File: config.mk
export PLATFORM = sky130hd
export DESIGN_NAME = serial_rx
export DESIGN_NICKNAME = d
export VERILOG_FILES = /design/src/rtl/serial_pkg.sv /design/src/rtl/sync2.sv /design/src/rtl/serial_rx.sv
export SDC_FILE = /design/constraint.sdc
export NUM_CORES = 1
export LEC_CHECK = 0
export CAP_MARGIN = 20
export CORE_UTILIZATION = 45
export DETAILED_ROUTE_END_ITERATION = 10
export PLACE_DENSITY = 0.71
export SYNTH_ARGS = -nofsm -noshare
export SYNTH_HDL_FRONTEND = slang
export SYNTH_SLANG_ARGS = --single-unit
File: constraint.sdc
create_clock -name clk -period 2.45 [get_ports clk]
set_clock_uncertainty 0.2 [all_clocks]
set_input_delay 0.49 -clock clk [delete_from_list [all_inputs] [get_ports clk]]
set_output_delay 0.49 -clock clk [all_outputs]
set_load 0.01 [all_outputs]
File: src/rtl/serial_pkg.sv
// serial_pkg: shared types and constants for the serial_rx receiver.
package serial_pkg;

    localparam int DATA_BITS            = 8;
    localparam int CLKS_PER_BIT_DEFAULT = 104;

    typedef enum logic [1:0] {
        IDLE  = 2'd0,
        START = 2'd1,
        DATA  = 2'd2,
        STOP  = 2'd3
    } rx_state_t;

    // 2-of-3 vote used when majority sampling is built in.
    function automatic logic maj3(input logic a, input logic b, input logic c);
        return (a & b) | (a & c) | (b & c);
    endfunction

endpackage

File: src/rtl/sync2.sv
// sync2: two-flop synchronizer for an asynchronous level; both flops reset
// to 1 so an idle-high line looks idle straight out of reset.
module sync2 (
    input  logic i_clk,
    input  logic i_rst,
    input  logic i_d,
    output logic o_q
);
    logic r_meta;
    logic r_sync;

    // Two back-to-back flops; r_meta may go metastable, r_sync is clean.
    always_ff @(posedge i_clk or posedge i_rst) begin
        if (i_rst) begin
            r_meta <= 1'b1;
            r_sync <= 1'b1;
        end else begin
            r_meta <= i_d;
            r_sync <= r_meta;
        end
    end

    assign o_q = r_sync;

endmodule

File: src/rtl/serial_rx.sv
// serial_rx: 8N1 UART receiver, LSB first, mid-bit sampling.
// Build option SERIAL_RX_MAJORITY_EN: each bit decision is the 2-of-3 vote
// of rxs around the nominal sample cycle instead of a single sample.
//
// state | meaning
// IDLE  | waiting for a high-to-low edge on rxs
// START | half-bit wait, then confirm the start bit is still low
// DATA  | eight samples one bit period apart, shifted in LSB first
// STOP  | one bit period after data bit 7, check the stop bit
module serial_rx
    import serial_pkg::*;
#(
    parameter int CLKS_PER_BIT = CLKS_PER_BIT_DEFAULT
) (
    input  logic       clk,
    input  logic       reset,
    input  logic       rx,
    output logic [7:0] out,
    output logic       stop,
    output logic       busy,
    output logic       ferr
);
    localparam int CNT_W = $clog2(CLKS_PER_BIT);
    localparam int IDX_W = $clog2(DATA_BITS);
    localparam logic [CNT_W-1:0] CNT_BIT  = CNT_W'(CLKS_PER_BIT - 1);
    localparam logic [CNT_W-1:0] CNT_HALF = CNT_W'(CLKS_PER_BIT / 2);
    localparam logic [IDX_W-1:0] IDX_LAST = IDX_W'(DATA_BITS - 1);

    rx_state_t            r_state;
    rx_state_t            w_next;
    logic                 w_rxs;
    logic                 r_prev;
    logic [CNT_W-1:0]     r_cnt;
    logic [IDX_W-1:0]     r_idx;
    logic [DATA_BITS-1:0] r_shift;
    logic [7:0]           r_out;
    logic                 r_stop;
    logic                 r_ferr;
    logic                 w_tick;
    logic                 w_bit;
    logic                 w_fall;
    logic                 w_busy;
    logic                 w_shift_en;
    logic                 w_done_ok;
    logic                 w_done_err;

    sync2 u_sync (
        .i_clk (clk),
        .i_rst (reset),
        .i_d   (rx),
        .o_q   (w_rxs)
    );

    // The nominal sample is r_prev (one cycle before the decision edge), so
    // the majority window can include the following cycle (w_rxs) without
    // moving any decision edge.
`ifdef SERIAL_RX_MAJORITY_EN
    logic r_prev2;

    // rxs history: previous and second-previous values.
    always_ff @(posedge clk or posedge reset) begin
        if (reset) begin
            r_prev  <= 1'b1;
            r_prev2 <= 1'b1;
        end else begin
            r_prev  <= w_rxs;
            r_prev2 <= r_prev;
        end
    end

    assign w_bit = maj3(r_prev2, r_prev, w_rxs);
`else
    // rxs history: previous value.
    always_ff @(posedge clk or posedge reset) begin
        if (reset) r_prev <= 1'b1;
        else       r_prev <= w_rxs;
    end

    assign w_bit = r_prev;
`endif

    assign w_fall = r_prev & ~w_rxs;
    assign w_tick = (r_cnt == '0);

    // State register.
    always_ff @(posedge clk or posedge reset) begin
        if (reset) r_state <= IDLE;
        else       r_state <= w_next;
    end

    // Next-state logic.
    always_comb begin
        w_next = r_state;
        case (r_state)
            IDLE:    if (w_fall) w_next = START;
            START:   if (w_tick) w_next = w_bit ? IDLE : DATA;
            DATA:    if (w_tick && (r_idx == IDX_LAST)) w_next = STOP;
            STOP:    if (w_tick) w_next = IDLE;
            default: w_next = IDLE;
        endcase
    end

    // Output / datapath-control decode.
    always_comb begin
        w_busy     = (r_state != IDLE);
        w_shift_en = (r_state == DATA) && w_tick;
        w_done_ok  = (r_state == STOP) && w_tick && w_bit;
        w_done_err = (r_state == STOP) && w_tick && !w_bit;
    end

    // Bit timer: parked at half a bit in IDLE, reloaded to a full bit on every
    // tick, so it never wraps. START therefore lasts CLKS_PER_BIT/2 + 1 cycles.
    always_ff @(posedge clk or posedge reset) begin
        if (reset)                r_cnt <= '0;
        else if (r_state == IDLE) r_cnt <= CNT_HALF;
        else if (w_tick)          r_cnt <= CNT_BIT;
        else                      r_cnt <= r_cnt - CNT_W'(1);
    end

    // Data bit index and LSB-first shift register.
    always_ff @(posedge clk or posedge reset) begin
        if (reset) begin
            r_idx   <= '0;
            r_shift <= '0;
        end else begin
            if (r_state != DATA) r_idx <= '0;
            else if (w_tick)     r_idx <= r_idx + IDX_W'(1);
            if (w_shift_en) r_shift <= {w_bit, r_shift[DATA_BITS-1:1]};
        end
    end

    // Result registers: out updates only together with the stop pulse.
    always_ff @(posedge clk or posedge reset) begin
        if (reset) begin
            r_out  <= '0;
            r_stop <= 1'b0;
            r_ferr <= 1'b0;
        end else begin
            r_stop <= w_done_ok;
            r_ferr <= w_done_err;
            if (w_done_ok) r_out <= r_shift;
        end
    end

    assign out  = r_out;
    assign stop = r_stop;
    assign ferr = r_ferr;
    assign busy = w_busy;

endmodule

==> flow_metrics.tcl, run 1 <==
set metrics [dict create \
    grt_overflow 0 \
    grt_pass1_wl_um 4091 \
    p_sw_w 0.0004240 \
    synthFlopType "dfrtp_1" \
    crit_path_end_kind "register" \
    synth_seq_cells 33 \
    antenna_left 0 \
    fmax_mhz 440.8 \
    fin_crit_ns 2.269 \
    vdd_drop_max_mv 0.4221 \
    setup_viol 0 \
    ios 14 \
    stdcell_count 158 \
    hp-class "register to register" \
    power.density_nw_per_um2 828.2 \
    cts_num_sinks 33 \
    syn_nets 111 \
    drc 2 \
    synthArstFlopShare_pct 100.0 \
    cp.required_ns 2.47 \
    yosysWarnings 0 \
    first_pass_iters 8 \
    tightestPinTransition_ns 0.3976 \
    violations "design-rule violations" \
    cp.arrival_ns 2.28 \
    post-cts-setup-buffers 0 \
    rsz0062_at_grt "false" \
    fill_cells 241 \
    ys_types 28 \
    first_iter_violations 17 \
    antenna_found_initial 0 \
    path_max_fanout 8 \
    clk_pin_slew_ns 0.10 \
    grt_max_degree 34 \
    cts_resized 0 \
    numCtsBuffers 5 \
    synth_cells 104 \
    combPwrFrac_pct 22.8 \
    routedWlPerCell_um 14.41 \
    fin_area_um2 1632 \
    syn_area_um2 1369 \
    die_h_um 57.15 \
    cts-root-buf "clkbuf_4" \
    port_buffers 13 \
    core.rowCount 19 \
    layout_commonest_cell "dfrtp_1" \
    drt_wl_total_um 2276 \
    switching_share_pct 31.38 \
    place_inst 150 \
    grt.total_usage_pct 16.74 \
    min_period_over_period_pct 92.60 \
    pwr-share-clk_pct 25.1 \
    register_area_um2 829.5 \
    vias 892 \
    core_um2 2829 \
    multi_input_area_um2 506.7 \
    grt_pass1_vias 939 \
    power_w 0.001351 \
    post-dp-hpwl_um 1647 \
    drive_above_1_share_pct 27.56 \
    synth_edf_count 0 \
    critPathKind "register to register" \
    placedInstanceArea_um2 1562 \
    clock_path_buffers 2 \
    drv_cap 0 \
    avgViaCountPerCell 5.646 \
    cts_tree "done" \
    slew_headroom_pct 73.50 \
    slew_viol_final 0 \
    hold_buffers 0 \
    clk_latency_ns 0.32 \
    gp_congestion 0.7617 \
    layout.nets 133 \
    p_int_w 0.0009272 \
    leakage_nw 0.7606 \
    die_area_um2 3266 \
    start_util_pct 48.39 \
    die_x_um 57.15 \
    seq_area_frac_synth_pct 60.60 \
    setup-tns-final_ns 0 \
    synth.avg_cell_area_um2 13.16 \
    status "finished with violations" \
    mostFrequentLayoutCells "30 x dfrtp_1, 17 x mux2_2, 13 x clkdlybuf4s50_1, 6 x a21oi_1" \
    antenna_cells 0 \
    area_growth_syn_to_layout_pct 19.20 \
    crit_path_start_kind "register" \
    hold_viol 0 \
    seqPwrFrac_pct 52.1 \
    htreeDepth 2 \
]
-- cell type report --
type                    count  area share, %
multi-input cells          63          31.06
clock buffers               7          3.988
well taps                  31          2.377
inverters                   5          1.150
flip-flops and latches     33          50.84
repair buffers             18          10.28
clock inverters             1         0.3067
-- power by group through the flow --
stage	sequential (W)	clock, W	combinational (W)
3_5_place_dp	0.000713	0	0.000310
2_1_floorplan	0.000689	0	0.000236
3_3_place_gp	0.000705	0	0.000292
5_1_grt	0.000719	0.000376	0.000348
4_1_cts	0.000701	0.000353	0.000314
6_report	0.000703	0.000339	0.000309
-- worst paths after layout --
| kind | from | end | cells past startpoint | slack (ns) |
|---|---|---|---|---|
| setup / recovery | r_cnt[2]$_DFF_PP0_ | r_shift[2]$_DFFE_PP0P_ | 3 | 0.18 |
| setup reg to reg | r_cnt[2]$_DFF_PP0_ | r_shift[2]$_DFFE_PP0P_ | 3 | 0.18 |
| min in group asynchronous | reset | r_shift[6]$_DFFE_PP0P_ | 3 | 0.34 |
| hold / removal | u_sync.r_meta$_DFF_PP1_ | u_sync.o_q$_DFF_PP1_ | 0 | 0.17 |
| max in group asynchronous | reset | u_sync.o_q$_DFF_PP1_ | 3 | 1.38 |
| hold reg to reg | u_sync.r_meta$_DFF_PP1_ | u_sync.o_q$_DFF_PP1_ | 0 | 0.17 |
-- critical path: stages (launching register included) --
cell	delay, ns
dfrtp_1	0.44
or4_1	0.62
or3_1	0.57
mux2_2	0.34
-- cells by family after synthesis --
family          synth area share [%]
compound gates                 6.948
xor+xnor                       1.280
fa+ha+maj                      3.656
buf+inv                        2.377
flops                          60.60
mux                            13.99
simple gates                   11.15
-- registers in the layout (all words and copies together), names as in the netlist, named ones only --
| name | flops |
|---|---|
| u_sync.r_meta | 1 |
| r_shift | 8 |
| r_prev | 1 |
| stop | 1 |
| u_sync.o_q | 1 |
| r_state | 1 |
| r_cnt | 7 |
| r_idx | 3 |
| ferr | 1 |
| out | 8 |
-- layer usage --
metal  track usage, %  share of wire (%)  vias up  wire [um]
li1                 -                  -      412          -
met1            21.31                 46      462       1045
met2            26.05                 50       14       1130
met3            4.762                2.9        4         67
met4            9.059                1.4        0         32
met5                0                  0        -          0
-- Yosys cell counts, types with 2 or more instances --
| cell | instances | area share [%] |
|---|---|---|
| dfrtp_1 | 30 | 55 |
| mux2_2 | 17 | 14 |
| a21oi_1 | 6 | 2.2 |
| inv_1 | 5 | 1.4 |
| o21ai_0 | 5 | 1.8 |
| ha_1 | 4 | 3.7 |
| nor2_1 | 4 | 1.1 |
| dfstp_2 | 3 | 5.8 |
| nand3_1 | 3 | 1.1 |
| or3_1 | 3 | 1.4 |
| buf_2 | 2 | 0.73 |
| nand2_1 | 2 | 0.55 |
| nand2b_1 | 2 | 0.91 |
| nor3b_1 | 2 | 1.1 |
| or4_1 | 2 | 1.1 |
| xnor2_1 | 2 | 1.3 |
-- per-stage QoR --
stage | worst slack [ns] | hold slack [ns] | util [%]
6_report | 0.1814 | 0.1673 | 57.67
5_1_grt | 0.05008 | 0.1751 | 57.67
4_1_cts | 0.1713 | 0.1698 | 57.67
3_5_place_dp | 0.1856 | 0.1558 | 55.20
3_3_place_gp | 0.2312 | 0.1454 | 55.20
2_1_floorplan | 0.2054 | 0.1452 | -
No activity file was read; power rests on OpenSTA's default activity.
==> inputs of run 2 (changes only) <==
CAP_MARGIN = default   (was 20)
==> results of run 2 <==
The final DEF is identical to that of run 1; final timing and power are the same.
==> inputs of run 3 (changes only) <==
--- a/config.mk
+++ b/config.mk
@@ -7,3 +7,5 @@
 export LEC_CHECK = 0
+export CORE_ASPECT_RATIO = 1.2
 export CORE_UTILIZATION = 45
+export CTS_BUF_LIST = sky130_fd_sc_hd__clkbuf_8
 export DETAILED_ROUTE_END_ITERATION = 10
==> constraint.sdc (replaced) <==
create_clock -name clk -period 2.45 [get_ports clk]
set_clock_uncertainty 0.2 [all_clocks]
set_input_delay 0.735 -clock clk [delete_from_list [all_inputs] [get_ports clk]]
set_output_delay 0.735 -clock clk [all_outputs]
set_load 0.01 [all_outputs]
==> flow_metrics.tcl, run 3 (same netlist as run 1, synthesis figures left out) <==
set metrics [dict create \
    status "complete, no violations" \
    core.rowCount 21 \
    gp_congestion 0.7466 \
    drt_wl_total_um 2211 \
    power_w 0.001463 \
    pwr-share-clk_pct 30.1 \
    first_iter_violations 9 \
    routedWlPerCell_um 13.65 \
    start_util_pct 48.24 \
    die_area_um2 3267 \
    seqPwrFrac_pct 47.5 \
    layout.nets 134 \
    combPwrFrac_pct 22.4 \
    clk_latency_ns 0.28 \
    rrSetupSlack_ns 0.15 \
    first_pass_iters 4 \
    hold_buffers 0 \
    clk_pin_slew_ns 0.07 \
    switching_share_pct 30.02 \
    slew_viol_final 0 \
    drc 0 \
    fmax_mhz 424.9 \
    drive_above_1_share_pct 28.91 \
    setup_viol 0 \
    cts_num_sinks 33 \
    path_max_fanout 4 \
    core_um2 2838 \
    vias 869 \
    rsz0062_at_grt "false" \
    antenna_cells 0 \
    p_sw_w 0.0004393 \
    clock_path_buffers 2 \
    critPathKind "register to output pin" \
    power.density_nw_per_um2 870.2 \
    die_h_um 62.42 \
    die_x_um 52.35 \
    grt_max_degree 34 \
    tightestPinTransition_ns 0.4095 \
    grt_pass1_wl_um 4015 \
    antenna_left 0 \
    r2r_end "r_shift[2]$_DFFE_PP0P_" \
    holdPathStages 0 \
    htreeDepth 2 \
    final_core_util_pct 59.26 \
    hp-class "register to register" \
    cts_tree "done" \
    numCtsBuffers 5 \
    avgViaCountPerCell 5.364 \
    layout_commonest_cell "dfrtp_1" \
    p_int_w 0.001024 \
    post-dp-hpwl_um 1590 \
    min_period_over_period_pct 96.06 \
    rr_worst_depth 3 \
    port_buffers 13 \
    cts-root-buf "clkbuf_8" \
    holdPathEnd "u_sync.o_q$_DFF_PP1_" \
    setup-tns-final_ns 0 \
    slew_headroom_pct 72.70 \
    grt.total_usage_pct 16.89 \
    leakage_nw 0.7788 \
    crit_path_end_kind "output pin" \
    hold_viol 0 \
    crit_path_start_kind "register" \
    grt_overflow 0 \
    vdd_drop_max_mv 0.5954 \
    ios 14 \
    drv_cap 0 \
    antenna_found_initial 0 \
    grt_pass1_vias 916 \
    area_growth_syn_to_layout_pct 22.85 \
    rr_startpoint "r_cnt[2]$_DFF_PP0_" \
    worstHoldStart "u_sync.r_meta$_DFF_PP1_" \
    cp.required_ns 1.51 \
    mostFrequentLayoutCells "30 x dfrtp_1, 17 x mux2_2, 13 x clkdlybuf4s50_1, 7 x clkbuf_8" \
    fin_crit_ns 2.354 \
    cp.arrival_ns 1.42 \
]
[run 3: repair_timing]
item,4_1_cts,5_1_grt
cloned,0,0
endpoints found under the setup margin,1,1
setup buffers,0,0
gates resized for setup,1,1
[run 3: cell type report]
cell class | instances | area (um^2)
fillers | 237 | 1156
flip-flops and latches | 33 | 829.5
multi-input cells | 63 | 514.2
repair buffers | 19 | 175.2
clock buffers | 7 | 96.34
well taps | 34 | 42.54
inverters | 5 | 18.77
clock inverters | 1 | 5.005
[run 3: worst max-delay path: stages, from the launching register on]
cell             delay [ns]
dfrtp_1                0.42
nor2_4                 0.16
inv_1                  0.08
clkdlybuf4s50_1        0.48
[run 3: worst max path at each step]
stage,to,depth (start not counted),slack (ns),start
finish,busy,3,0.1,r_state[0]$_DFFE_PP0P_
global route,busy,3,0.03,r_state[0]$_DFFE_PP0P_
CTS,busy,3,0.04,r_state[0]$_DFFE_PP0P_
detailed placement,r_shift[2]$_DFFE_PP0P_,3,0.16,r_cnt[2]$_DFF_PP0_
global placement,r_shift[0]$_DFFE_PP0P_,3,0.23,r_cnt[2]$_DFF_PP0_
floorplan,out[0]$_DFFE_PP0P_,4,0.21,r_cnt[2]$_DFF_PP0_
[run 3: power groups by stage]
stage	logic [W]	registers [W]	clock network, W
6_report	0.000328	0.000696	0.000440
5_1_grt	0.000369	0.000708	0.000474
4_1_cts	0.000332	0.000691	0.000453
3_5_place_dp	0.000330	0.000697	0
3_3_place_gp	0.000311	0.000692	0
2_1_floorplan	0.000236	0.000689	0
[run 3: per-stage QoR]
stage | area [um^2] | worst slack (ns) | std cells | hold WS, ns
finish | 1682 | 0.09648 | 162 | 0.1583
global route | 1682 | 0.03076 | 162 | 0.1593
CTS | 1677 | 0.03821 | 162 | 0.1586
detailed placement | 1573 | 0.1562 | 154 | 0.1498
global placement | 1573 | 0.2261 | 154 | 0.1465
floorplan | 1369 | 0.2054 | 104 | 0.1452
[run 3: per-layer routing]
metal	part of all wire, %	routed length, um	vias up	GRT usage, %
met4	2.0	44	0	8.882
met3	4.1	91	7	5.109
met2	49	1082	15	26.11
met1	45	992	429	20.67
met5	0	0	-	0
li1	-	-	418	-
